==> src/rtl/pi_loop_filter_gs_if.sv <==
// -----------------------------------------------------------------------------
// pi_loop_filter_gs_if
// Bundle of the loop-filter data path signals between the phase/frequency
// detector side (master) and the PI loop filter (slave).
//   error_valid_i  : error_i carries a new sample this cycle
//   error_i        : signed phase error sample
//   hold_i         : freeze the integrator (outputs still update)
//   dco_cc_o       : signed DCO control code, registered
//   dco_cc_valid_o : one-cycle strobe when dco_cc_o updates
//   locked_o       : lock detector reports TRACK
//   sat_o          : last output code was clipped
// -----------------------------------------------------------------------------
interface pi_loop_filter_gs_if #(
    parameter int ERROR_WIDTH  = 5,
    parameter int DCO_CC_WIDTH = 5
);
    logic                           error_valid_i;
    logic signed [ERROR_WIDTH-1:0]  error_i;
    logic                           hold_i;
    logic signed [DCO_CC_WIDTH-1:0] dco_cc_o;
    logic                           dco_cc_valid_o;
    logic                           locked_o;
    logic                           sat_o;

    modport master (
        output error_valid_i, error_i, hold_i,
        input  dco_cc_o, dco_cc_valid_o, locked_o, sat_o
    );

    modport slave (
        input  error_valid_i, error_i, hold_i,
        output dco_cc_o, dco_cc_valid_o, locked_o, sat_o
    );
endinterface

==> src/rtl/pi_loop_filter_gs.sv <==
// -----------------------------------------------------------------------------
// pi_loop_filter_gs
// Second-generation ADPLL PI loop filter: valid-qualified error input, a
// saturating integrator with anti-windup, a clipped DCO control code and
// (optionally) automatic acquisition->tracking gain gear-shifting driven by a
// lock detector.
//
// Ports:
//   gen_clk_i  : filter clock
//   reset_n_i  : asynchronous active-low reset
//   lf_if      : slave side of pi_loop_filter_gs_if (error in, DCO code out)
//
// Configuration macro:
//   LF_LOCK_DETECT_EN : when defined, the lock FSM, its counters and the gain
//                       gear-shift are built. When undefined, acquisition gains
//                       are used permanently and locked_o is tied low.
//
// Pipeline: sample registered at edge N (stage 1), integrator committed and
// code computed at edge N+1 (stage 2), output register/strobe at edge N+2.
// -----------------------------------------------------------------------------
module pi_loop_filter_gs #(
    parameter int ERROR_WIDTH    = 5,
    parameter int DCO_CC_WIDTH   = 5,
    parameter int KP_WIDTH       = 5,
    parameter int KI_WIDTH       = 7,
    parameter int ACCUM_OVERHEAD = 5,
    parameter int KP_ACQ         = 31,
    parameter int KI_ACQ         = 64,
    parameter int KP_TRK         = 8,
    parameter int KI_TRK         = 4,
    parameter int LOCK_THRESH    = 1,
    parameter int LOCK_COUNT     = 16,
    parameter int UNLOCK_COUNT   = 4
) (
    input  logic               gen_clk_i,
    input  logic               reset_n_i,
    pi_loop_filter_gs_if.slave lf_if
);

    localparam int IW       = ERROR_WIDTH + KI_WIDTH + ACCUM_OVERHEAD;
    localparam int SW       = ERROR_WIDTH + KI_WIDTH + 1;
    localparam int P_SHIFT  = KI_WIDTH - KP_WIDTH;
    localparam int CC_SHIFT = ERROR_WIDTH + KI_WIDTH - DCO_CC_WIDTH;
    // Width of the unclipped code: sum (SW+1 bits) shifted right by CC_SHIFT.
    localparam int CW       = DCO_CC_WIDTH + 2;

    localparam logic [KP_WIDTH-1:0] KP_ACQ_C = KP_WIDTH'(KP_ACQ);
    localparam logic [KI_WIDTH-1:0] KI_ACQ_C = KI_WIDTH'(KI_ACQ);
    localparam logic [KP_WIDTH-1:0] KP_TRK_C = KP_WIDTH'(KP_TRK);
    localparam logic [KI_WIDTH-1:0] KI_TRK_C = KI_WIDTH'(KI_TRK);

    localparam logic signed [IW-1:0] INTEG_MAX = {1'b0, {(IW-1){1'b1}}};
    localparam logic signed [IW-1:0] INTEG_MIN = {1'b1, {(IW-1){1'b0}}};
    localparam logic signed [DCO_CC_WIDTH-1:0] CC_MAX = {1'b0, {(DCO_CC_WIDTH-1){1'b1}}};
    localparam logic signed [DCO_CC_WIDTH-1:0] CC_MIN = {1'b1, {(DCO_CC_WIDTH-1){1'b0}}};

    // stage 1
    logic signed [ERROR_WIDTH-1:0]  e_r;
    logic [KP_WIDTH-1:0]            kp_r;
    logic [KI_WIDTH-1:0]            ki_r;
    logic                           v1_r;
    // stage 2
    logic signed [IW-1:0]           integ_r;
    logic signed [DCO_CC_WIDTH-1:0] cc_r;
    logic                           sat_r;
    logic                           v2_r;
    // outputs
    logic signed [DCO_CC_WIDTH-1:0] dco_cc_r;
    logic                           dco_cc_valid_r;
    logic                           sat_out_r;

    logic                           track_s;
    logic [KP_WIDTH-1:0]            kp_sel_s;
    logic [KI_WIDTH-1:0]            ki_sel_s;

    logic signed [SW-1:0]           e_ext_s;
    logic signed [SW-1:0]           kp_ext_s;
    logic signed [SW-1:0]           ki_ext_s;
    logic signed [SW-1:0]           prod_ki_s;
    logic signed [SW-1:0]           prod_kp_s;
    logic signed [SW-1:0]           p_s;
    logic signed [IW:0]             integ_sum_s;
    logic signed [IW-1:0]           integ_c_s;
    logic signed [SW-2:0]           integ_sh_s;
    logic signed [SW:0]             sum_s;
    logic signed [CW-1:0]           cc_s;
    logic                           clip_hi_s;
    logic                           clip_lo_s;
    logic signed [DCO_CC_WIDTH-1:0] cc_clip_s;
    logic                           windup_s;
    logic                           commit_s;

`ifdef LF_LOCK_DETECT_EN
    typedef enum logic {
        ST_ACQ   = 1'b0,
        ST_TRACK = 1'b1
    } lock_state_t;

    localparam int LC_W = $clog2(LOCK_COUNT + 1);
    localparam int UC_W = $clog2(UNLOCK_COUNT + 1);

    lock_state_t                state_r;
    logic [LC_W-1:0]            lock_cnt_r;
    logic [UC_W-1:0]            unlock_cnt_r;
    logic                       locked_r;
    logic [ERROR_WIDTH:0]       err_mag_s;
    logic                       in_lock_s;

    // |error_i| with one extra bit so the most negative code maps to +2^(W-1)
    always_comb begin
        err_mag_s = {1'b0, lf_if.error_i};
        if (lf_if.error_i[ERROR_WIDTH-1]) begin
            err_mag_s = {1'b0, ~lf_if.error_i} + {{ERROR_WIDTH{1'b0}}, 1'b1};
        end else begin
            err_mag_s = {1'b0, lf_if.error_i};
        end
        in_lock_s = (err_mag_s <= (ERROR_WIDTH+1)'(LOCK_THRESH));
    end

    // Lock detector FSM, advanced on every accepted sample
    always_ff @(posedge gen_clk_i or negedge reset_n_i) begin
        if (!reset_n_i) begin
            state_r      <= ST_ACQ;
            lock_cnt_r   <= '0;
            unlock_cnt_r <= '0;
            locked_r     <= 1'b0;
        end else if (lf_if.error_valid_i) begin
            case (state_r)
                ST_ACQ: begin
                    if (!in_lock_s) begin
                        lock_cnt_r <= '0;
                    end else if (lock_cnt_r == LC_W'(LOCK_COUNT - 1)) begin
                        lock_cnt_r   <= '0;
                        unlock_cnt_r <= '0;
                        state_r      <= ST_TRACK;
                        locked_r     <= 1'b1;
                    end else begin
                        lock_cnt_r <= lock_cnt_r + LC_W'(1);
                    end
                end
                ST_TRACK: begin
                    if (in_lock_s) begin
                        unlock_cnt_r <= '0;
                    end else if (unlock_cnt_r == UC_W'(UNLOCK_COUNT - 1)) begin
                        unlock_cnt_r <= '0;
                        lock_cnt_r   <= '0;
                        state_r      <= ST_ACQ;
                        locked_r     <= 1'b0;
                    end else begin
                        unlock_cnt_r <= unlock_cnt_r + UC_W'(1);
                    end
                end
                default: begin
                    state_r      <= ST_ACQ;
                    lock_cnt_r   <= '0;
                    unlock_cnt_r <= '0;
                    locked_r     <= 1'b0;
                end
            endcase
        end
    end

    assign track_s        = (state_r == ST_TRACK);
    assign lf_if.locked_o = locked_r;
`else
    assign track_s        = 1'b0;
    assign lf_if.locked_o = 1'b0;
`endif

    // Gain selection from the lock state seen by the sample being registered
    always_comb begin
        kp_sel_s = KP_ACQ_C;
        ki_sel_s = KI_ACQ_C;
        if (track_s) begin
            kp_sel_s = KP_TRK_C;
            ki_sel_s = KI_TRK_C;
        end else begin
            kp_sel_s = KP_ACQ_C;
            ki_sel_s = KI_ACQ_C;
        end
    end

    // Stage 1: capture the error sample and the gains it will be filtered with
    always_ff @(posedge gen_clk_i or negedge reset_n_i) begin
        if (!reset_n_i) begin
            e_r  <= '0;
            kp_r <= '0;
            ki_r <= '0;
            v1_r <= 1'b0;
        end else begin
            v1_r <= lf_if.error_valid_i;
            if (lf_if.error_valid_i) begin
                e_r  <= lf_if.error_i;
                kp_r <= kp_sel_s;
                ki_r <= ki_sel_s;
            end
        end
    end

    // Stage 2 datapath: PI sum, integrator saturation, code clip, anti-windup
    always_comb begin
        e_ext_s   = {{(SW-ERROR_WIDTH){e_r[ERROR_WIDTH-1]}}, e_r};
        kp_ext_s  = {{(SW-KP_WIDTH){1'b0}}, kp_r};
        ki_ext_s  = {{(SW-KI_WIDTH){1'b0}}, ki_r};
        prod_ki_s = e_ext_s * ki_ext_s;
        prod_kp_s = e_ext_s * kp_ext_s;
        p_s       = prod_kp_s <<< P_SHIFT;

        // One guard bit detects integrator overflow; saturate instead of wrap.
        integ_sum_s = {integ_r[IW-1], integ_r}
                    + {{(IW+1-SW){prod_ki_s[SW-1]}}, prod_ki_s};
        if (integ_sum_s[IW] != integ_sum_s[IW-1]) begin
            integ_c_s = integ_sum_s[IW] ? INTEG_MIN : INTEG_MAX;
        end else begin
            integ_c_s = integ_sum_s[IW-1:0];
        end

        // Dropping the fraction bits is an arithmetic shift (floor).
        integ_sh_s = integ_c_s[IW-1:ACCUM_OVERHEAD];
        sum_s      = {p_s[SW-1], p_s} + {{2{integ_sh_s[SW-2]}}, integ_sh_s};
        cc_s       = sum_s[SW:CC_SHIFT];

        // In range only when the top three bits agree (sign + two guard bits).
        clip_hi_s = !cc_s[CW-1] && (cc_s[CW-1:CW-3] != 3'b000);
        clip_lo_s =  cc_s[CW-1] && (cc_s[CW-1:CW-3] != 3'b111);
        if (clip_hi_s) begin
            cc_clip_s = CC_MAX;
        end else if (clip_lo_s) begin
            cc_clip_s = CC_MIN;
        end else begin
            cc_clip_s = cc_s[DCO_CC_WIDTH-1:0];
        end

        // Stop integrating further into the direction that is already clipped.
        windup_s = (clip_hi_s || clip_lo_s) && (cc_s[CW-1] == prod_ki_s[SW-1]);
        commit_s = v1_r && !lf_if.hold_i && !windup_s;
    end

    // Stage 2 registers: integrator commit and the pending output code
    always_ff @(posedge gen_clk_i or negedge reset_n_i) begin
        if (!reset_n_i) begin
            integ_r <= '0;
            cc_r    <= '0;
            sat_r   <= 1'b0;
            v2_r    <= 1'b0;
        end else begin
            v2_r <= v1_r;
            if (commit_s) begin
                integ_r <= integ_c_s;
            end
            if (v1_r) begin
                cc_r  <= cc_clip_s;
                sat_r <= clip_hi_s || clip_lo_s;
            end
        end
    end

    // Output registers: code and saturation flag hold between strobes
    always_ff @(posedge gen_clk_i or negedge reset_n_i) begin
        if (!reset_n_i) begin
            dco_cc_r       <= '0;
            dco_cc_valid_r <= 1'b0;
            sat_out_r      <= 1'b0;
        end else begin
            dco_cc_valid_r <= v2_r;
            if (v2_r) begin
                dco_cc_r  <= cc_r;
                sat_out_r <= sat_r;
            end
        end
    end

    assign lf_if.dco_cc_o       = dco_cc_r;
    assign lf_if.dco_cc_valid_o = dco_cc_valid_r;
    assign lf_if.sat_o          = sat_out_r;

endmodule
==> src/flat_wrapper.sv <==
// flat-port wrapper written by rule: the top's interface ports become plain ports
module pi_loop_filter_gs_flat 
#(
    parameter int ERROR_WIDTH    = 5,
    parameter int DCO_CC_WIDTH   = 5,
    parameter int KP_WIDTH       = 5,
    parameter int KI_WIDTH       = 7,
    parameter int ACCUM_OVERHEAD = 5,
    parameter int KP_ACQ         = 31,
    parameter int KI_ACQ         = 64,
    parameter int KP_TRK         = 8,
    parameter int KI_TRK         = 4,
    parameter int LOCK_THRESH    = 1,
    parameter int LOCK_COUNT     = 16,
    parameter int UNLOCK_COUNT   = 4
)
  (gen_clk_i, reset_n_i, lf_if_error_valid_i, lf_if_error_i, lf_if_hold_i, lf_if_dco_cc_o, lf_if_dco_cc_valid_o, lf_if_locked_o, lf_if_sat_o);
  pi_loop_filter_gs_if #(.ERROR_WIDTH(ERROR_WIDTH), .DCO_CC_WIDTH(DCO_CC_WIDTH)) lf_if_i ();
  input  logic gen_clk_i;
  input  logic reset_n_i;
  input wire logic [$bits(lf_if_i.error_valid_i)-1:0] lf_if_error_valid_i;
  input wire logic [$bits(lf_if_i.error_i)-1:0] lf_if_error_i;
  input wire logic [$bits(lf_if_i.hold_i)-1:0] lf_if_hold_i;
  output wire logic [$bits(lf_if_i.dco_cc_o)-1:0] lf_if_dco_cc_o;
  output wire logic [$bits(lf_if_i.dco_cc_valid_o)-1:0] lf_if_dco_cc_valid_o;
  output wire logic [$bits(lf_if_i.locked_o)-1:0] lf_if_locked_o;
  output wire logic [$bits(lf_if_i.sat_o)-1:0] lf_if_sat_o;
  assign lf_if_i.error_valid_i = lf_if_error_valid_i;
  assign lf_if_i.error_i = lf_if_error_i;
  assign lf_if_i.hold_i = lf_if_hold_i;
  assign lf_if_dco_cc_o = lf_if_i.dco_cc_o;
  assign lf_if_dco_cc_valid_o = lf_if_i.dco_cc_valid_o;
  assign lf_if_locked_o = lf_if_i.locked_o;
  assign lf_if_sat_o = lf_if_i.sat_o;
  pi_loop_filter_gs #(.ERROR_WIDTH(ERROR_WIDTH), .DCO_CC_WIDTH(DCO_CC_WIDTH), .KP_WIDTH(KP_WIDTH), .KI_WIDTH(KI_WIDTH), .ACCUM_OVERHEAD(ACCUM_OVERHEAD), .KP_ACQ(KP_ACQ), .KI_ACQ(KI_ACQ), .KP_TRK(KP_TRK), .KI_TRK(KI_TRK), .LOCK_THRESH(LOCK_THRESH), .LOCK_COUNT(LOCK_COUNT), .UNLOCK_COUNT(UNLOCK_COUNT)) u_core (.gen_clk_i(gen_clk_i), .reset_n_i(reset_n_i), .lf_if(lf_if_i));
endmodule
==> config.mk <==
export PLATFORM = sky130hd
export DESIGN_NAME = pi_loop_filter_gs_flat
export DESIGN_NICKNAME = d
export VERILOG_FILES = /design/src/rtl/pi_loop_filter_gs_if.sv /design/src/rtl/pi_loop_filter_gs.sv /design/src/flat_wrapper.sv
export SDC_FILE = /design/constraint.sdc
export NUM_CORES = 1
export LEC_CHECK = 0
export BUFFER_PORTS_ARGS = -buffer_cell sky130_fd_sc_hd__buf_2
export CAP_MARGIN = 10
export CORE_MARGIN = 3
export CORE_UTILIZATION = 65
export CTS_CLUSTER_SIZE = 28
export DETAILED_ROUTE_END_ITERATION = 8
export PLACE_DENSITY = 0.87
export SYNTH_ARGS = -nofsm -noshare
export SYNTH_HDL_FRONTEND = slang
export SYNTH_SLANG_ARGS = --single-unit
==> constraint.sdc <==
create_clock -name gen_clk_i -period 13.95 [get_ports gen_clk_i]
set_input_delay 2.0925 -clock gen_clk_i [delete_from_list [all_inputs] [get_ports gen_clk_i]]
set_output_delay 2.0925 -clock gen_clk_i [all_outputs]
set_load 0.01 [all_outputs]
==> results.json <==
{
  "status": "finished clean",
  "via_count": 2356,
  "wl_per_cell_um": 16.7,
  "rows": 24,
  "critPathArrivalTime_ns": 6.62,
  "fill_cells": 329,
  "place_congestion": 1.00,
  "rrSetupSlack_ns": 7.50,
  "slew_violations": 0,
  "min-delay-path-class": "reg2reg",
  "cp-start-kind": "register",
  "finalHoldViolations": 0,
  "setup-tns-final_ns": 0,
  "hold_end": "u_core.lf_if.dco_cc_o[1]",
  "seq_area_frac_synth_pct": 26.3,
  "synth_adder_area_share_pct": 22.3,
  "drc_errors": 0,
  "fin_crit_sh_pct": 46.2,
  "ys_warn_count": 0,
  "start_util_pct": 68.6,
  "finalClockSkew_ns": 0.0123,
  "drtAntennaViolNets": 0,
  "synth_nets": 380,
  "final_util_pct": 73.6,
  "reg2reg_depth": 24,
  "grt_overflow": 0,
  "track_usage_pct": 26.2,
  "drt-initial-drc-count": 150,
  "fmax_ghz": 0.155,
  "critPathCaptureType": "register",
  "yosys.area_share.simple_pct": 13.7,
  "cts_sinks": 32,
  "coreArea_um2": 4440,
  "fp.dieW_um": 74.5,
  "postSynth.topFlopCell": "dfrtp_1",
  "die-area_um2": 5550,
  "portBuffers": 15,
  "synth_compound_area_share_pct": 17.8,
  "worst_pin_slew_ns": 0.937,
  "nets": 394,
  "cts_buffer_depth": 2,
  "drv_cap": 0,
  "required_ns": 14.12,
  "synthCells": 322,
  "grt_pass1_wl_um": 10800,
  "wirelength_um": 6480,
  "cts_resized": 0,
  "syn_to_final_growth_pct": 7.35,
  "antenna_found_initial": 0,
  "num_antenna_cells": 0,
  "syn_area_per_cell_um2": 9.46,
  "ys_ff_latch": 32,
  "setup_viol": 0,
  "rsz0062_at_grt": "false",
  "async_reset_ff_share_pct": 100,
  "die_y_um": 74.5,
  "reg2reg_from": "u_core.kp_r[0]",
  "synth_edf_count": 0,
  "synthXorXnorAreaFrac_pct": 5.46,
  "root_buffer": "clkbuf_8",
  "cts_setup_buffers": 0,
  "hold-worst-slack_ns": 0.506,
  "timing.rr.end": "u_core.integ_r[7]",
  "first_pass_iters": 4,
  "cts_buffers": 5,
  "relSlewSlack_pct": 37.2,
  "syn_area_um2": 3050,
  "min_from": "u_core.lf_if.dco_cc_o[1]",
  "multi_input_area_um2": 2080,
  "synthMuxAreaShare_pct": 8.83,
  "worst-path-max-fanout": 19,
  "grt_pass1_vias": 2394,
  "critPathKind": "reg2reg",
  "ios": 17,
  "yosysUniqueCellTypes": 59,
  "layout-drive-gt1-share_pct": 17.5,
  "hold_buffers": 0,
  "clkSlewWorstSetupHoldPaths_ns": 0.08,
  "htree_levels": 2,
  "viasPerCell": 6.06,
  "seqCellArea_um2": 801,
  "fin_crit_ns": 6.45,
  "grt_max_degree": 33,
  "dp_hpwl_um": 5140,
  "holdPathStages": 1,
  "synth_top_family_by_area": "adder cells",
  "clkLatencyLatePin_ns": 0.30,
  "cts_tree": "built"
}
-- critical path, cell delays in order, from the launching register on --
cell	delay (ns)
dfrtp_1	0.44
and2_2	0.29
inv_1	0.12
fa_1	0.43
nor2b_1	0.15
o21ai_0	0.11
and3b_1	0.19
o21ai_0	0.20
and3_1	0.18
o21ai_0	0.08
nand2b_1	0.09
xor2_1	0.09
ha_1	0.57
nand3_1	0.31
o21ai_0	0.29
ha_1	0.39
o21ai_0	0.27
a21boi_0	0.13
o22ai_1	0.29
and3_1	0.21
a31oi_1	0.08
nand3_1	0.15
a21boi_4	0.11
o2bb2ai_2	0.76
mux2_1	0.38
-- metrics by stage --
step	setup WS (ns)	instance area, µm²	std cells
6_report	7.50	3270	389
3_5_place_dp	7.59	3140	381
3_3_place_gp	7.70	3140	381
5_1_grt	6.92	3270	389
2_1_floorplan	8.35	3050	322
4_1_cts	7.58	3270	389
-- cells in the mapped netlist, types with 3 or more instances --
cell type   n  area share, %
nor2_1     16            2.0
dfrtp_1    32             26
o21bai_1    4           0.99
and3_1      3           0.62
and2_1      4           0.82
nand2b_1    6            1.2
ha_1       40             16
or2_2       3           0.62
nand4_1     3           0.62
a21o_1      5            1.2
inv_1      31            3.8
fa_1        9            5.9
a21oi_1    21            3.4
xnor2_1     8            2.3
mux2_2     10            3.7
a31oi_1     3           0.62
clkbuf_1    5           0.62
nor3_1      7            1.1
mux2_4      9            4.4
xor2_1     11            3.2
o21ai_0    21            3.4
nand2_1    19            2.3
nand3_1     8            1.3
-- cell type report --
| cell class | instances | area share, % |
|---|---|---|
| multi-input combinational | 250 | 63.7 |
| timing repair buffer | 15 | 2.30 |
| clock inverter | 1 | 0.918 |
| tap | 52 | 1.99 |
| inverter | 32 | 3.67 |
| clock buffer | 7 | 2.95 |
| sequential | 32 | 24.5 |
-- per-layer routing --
layer | global-route usage [%] | vias up | wire, µm
li1 | - | 1165 | -
met1 | 31.4 | 1120 | 2740
met2 | 43.9 | 50 | 3280
met3 | 5.41 | 21 | 244
met4 | 14.0 | 0 | 212
met5 | 0 | - | 0
-- sequential cells by signal (all words and copies together) (netlist names) --
name,count
u_core.cc_r,5
u_core.e_r,5
u_core.lf_if.dco_cc_valid_o,1
u_core.lf_if.sat_o,1
u_core.lf_if.dco_cc_o,5
u_core.kp_r,1
u_core.integ_r,11
u_core.v2_r,1
u_core.sat_r,1
u_core.v1_r,1
-- worst max-delay path by stage --
stage | startpoint | to | slack (ns) | depth (start not counted)
2_1_floorplan | u_core.kp_r[0] | u_core.integ_r[10] | 8.35 | 24
3_3_place_gp | u_core.kp_r[0] | u_core.integ_r[7] | 7.70 | 23
3_5_place_dp | u_core.kp_r[0] | u_core.integ_r[7] | 7.59 | 22
4_1_cts | u_core.kp_r[0] | u_core.integ_r[7] | 7.58 | 22
5_1_grt | u_core.kp_r[0] | u_core.integ_r[7] | 6.92 | 25
6_report | u_core.kp_r[0] | u_core.integ_r[7] | 7.50 | 24
-- cell usage in the layout, fill, tap and decap left out, types with 3 or more instances in the layout --
cell type	Yosys	layout
buf_2	1	15
and3_1	3	3
clkbuf_8	0	7
and2_1	4	4
nor3_1	7	7
nand2b_1	6	6
a21oi_1	21	21
nand3_1	8	8
fa_1	9	9
nand4_1	3	3
or2_2	3	3
ha_1	40	40
a21o_1	5	5
xnor2_1	8	8
o21bai_1	4	4
inv_1	31	31
a31oi_1	3	3
xor2_1	11	11
nor2_1	16	16
mux2_4	9	9
o21ai_0	21	21
nand2_1	19	19
mux2_2	10	10
dfrtp_1	32	32
-- logic make-up (layout without fill, tap and decap cells) --
| group | after synthesis | after routing |
|---|---|---|
| AND/OR/NAND/NOR | 81 | 81 |
| AO/OA/AOI/OAI | 78 | 78 |
| adder cells (fa/ha/maj) | 49 | 49 |
| buffers and inverters | 40 | 55 |
| flip-flops | 32 | 32 |
| multiplexers | 21 | 21 |
| XOR/XNOR | 19 | 19 |
| other | 2 | 2 |
Power is left out: the tool's default activity adds up to more than one toggle a clock period on the data nets, which glitch-free logic cannot reach.
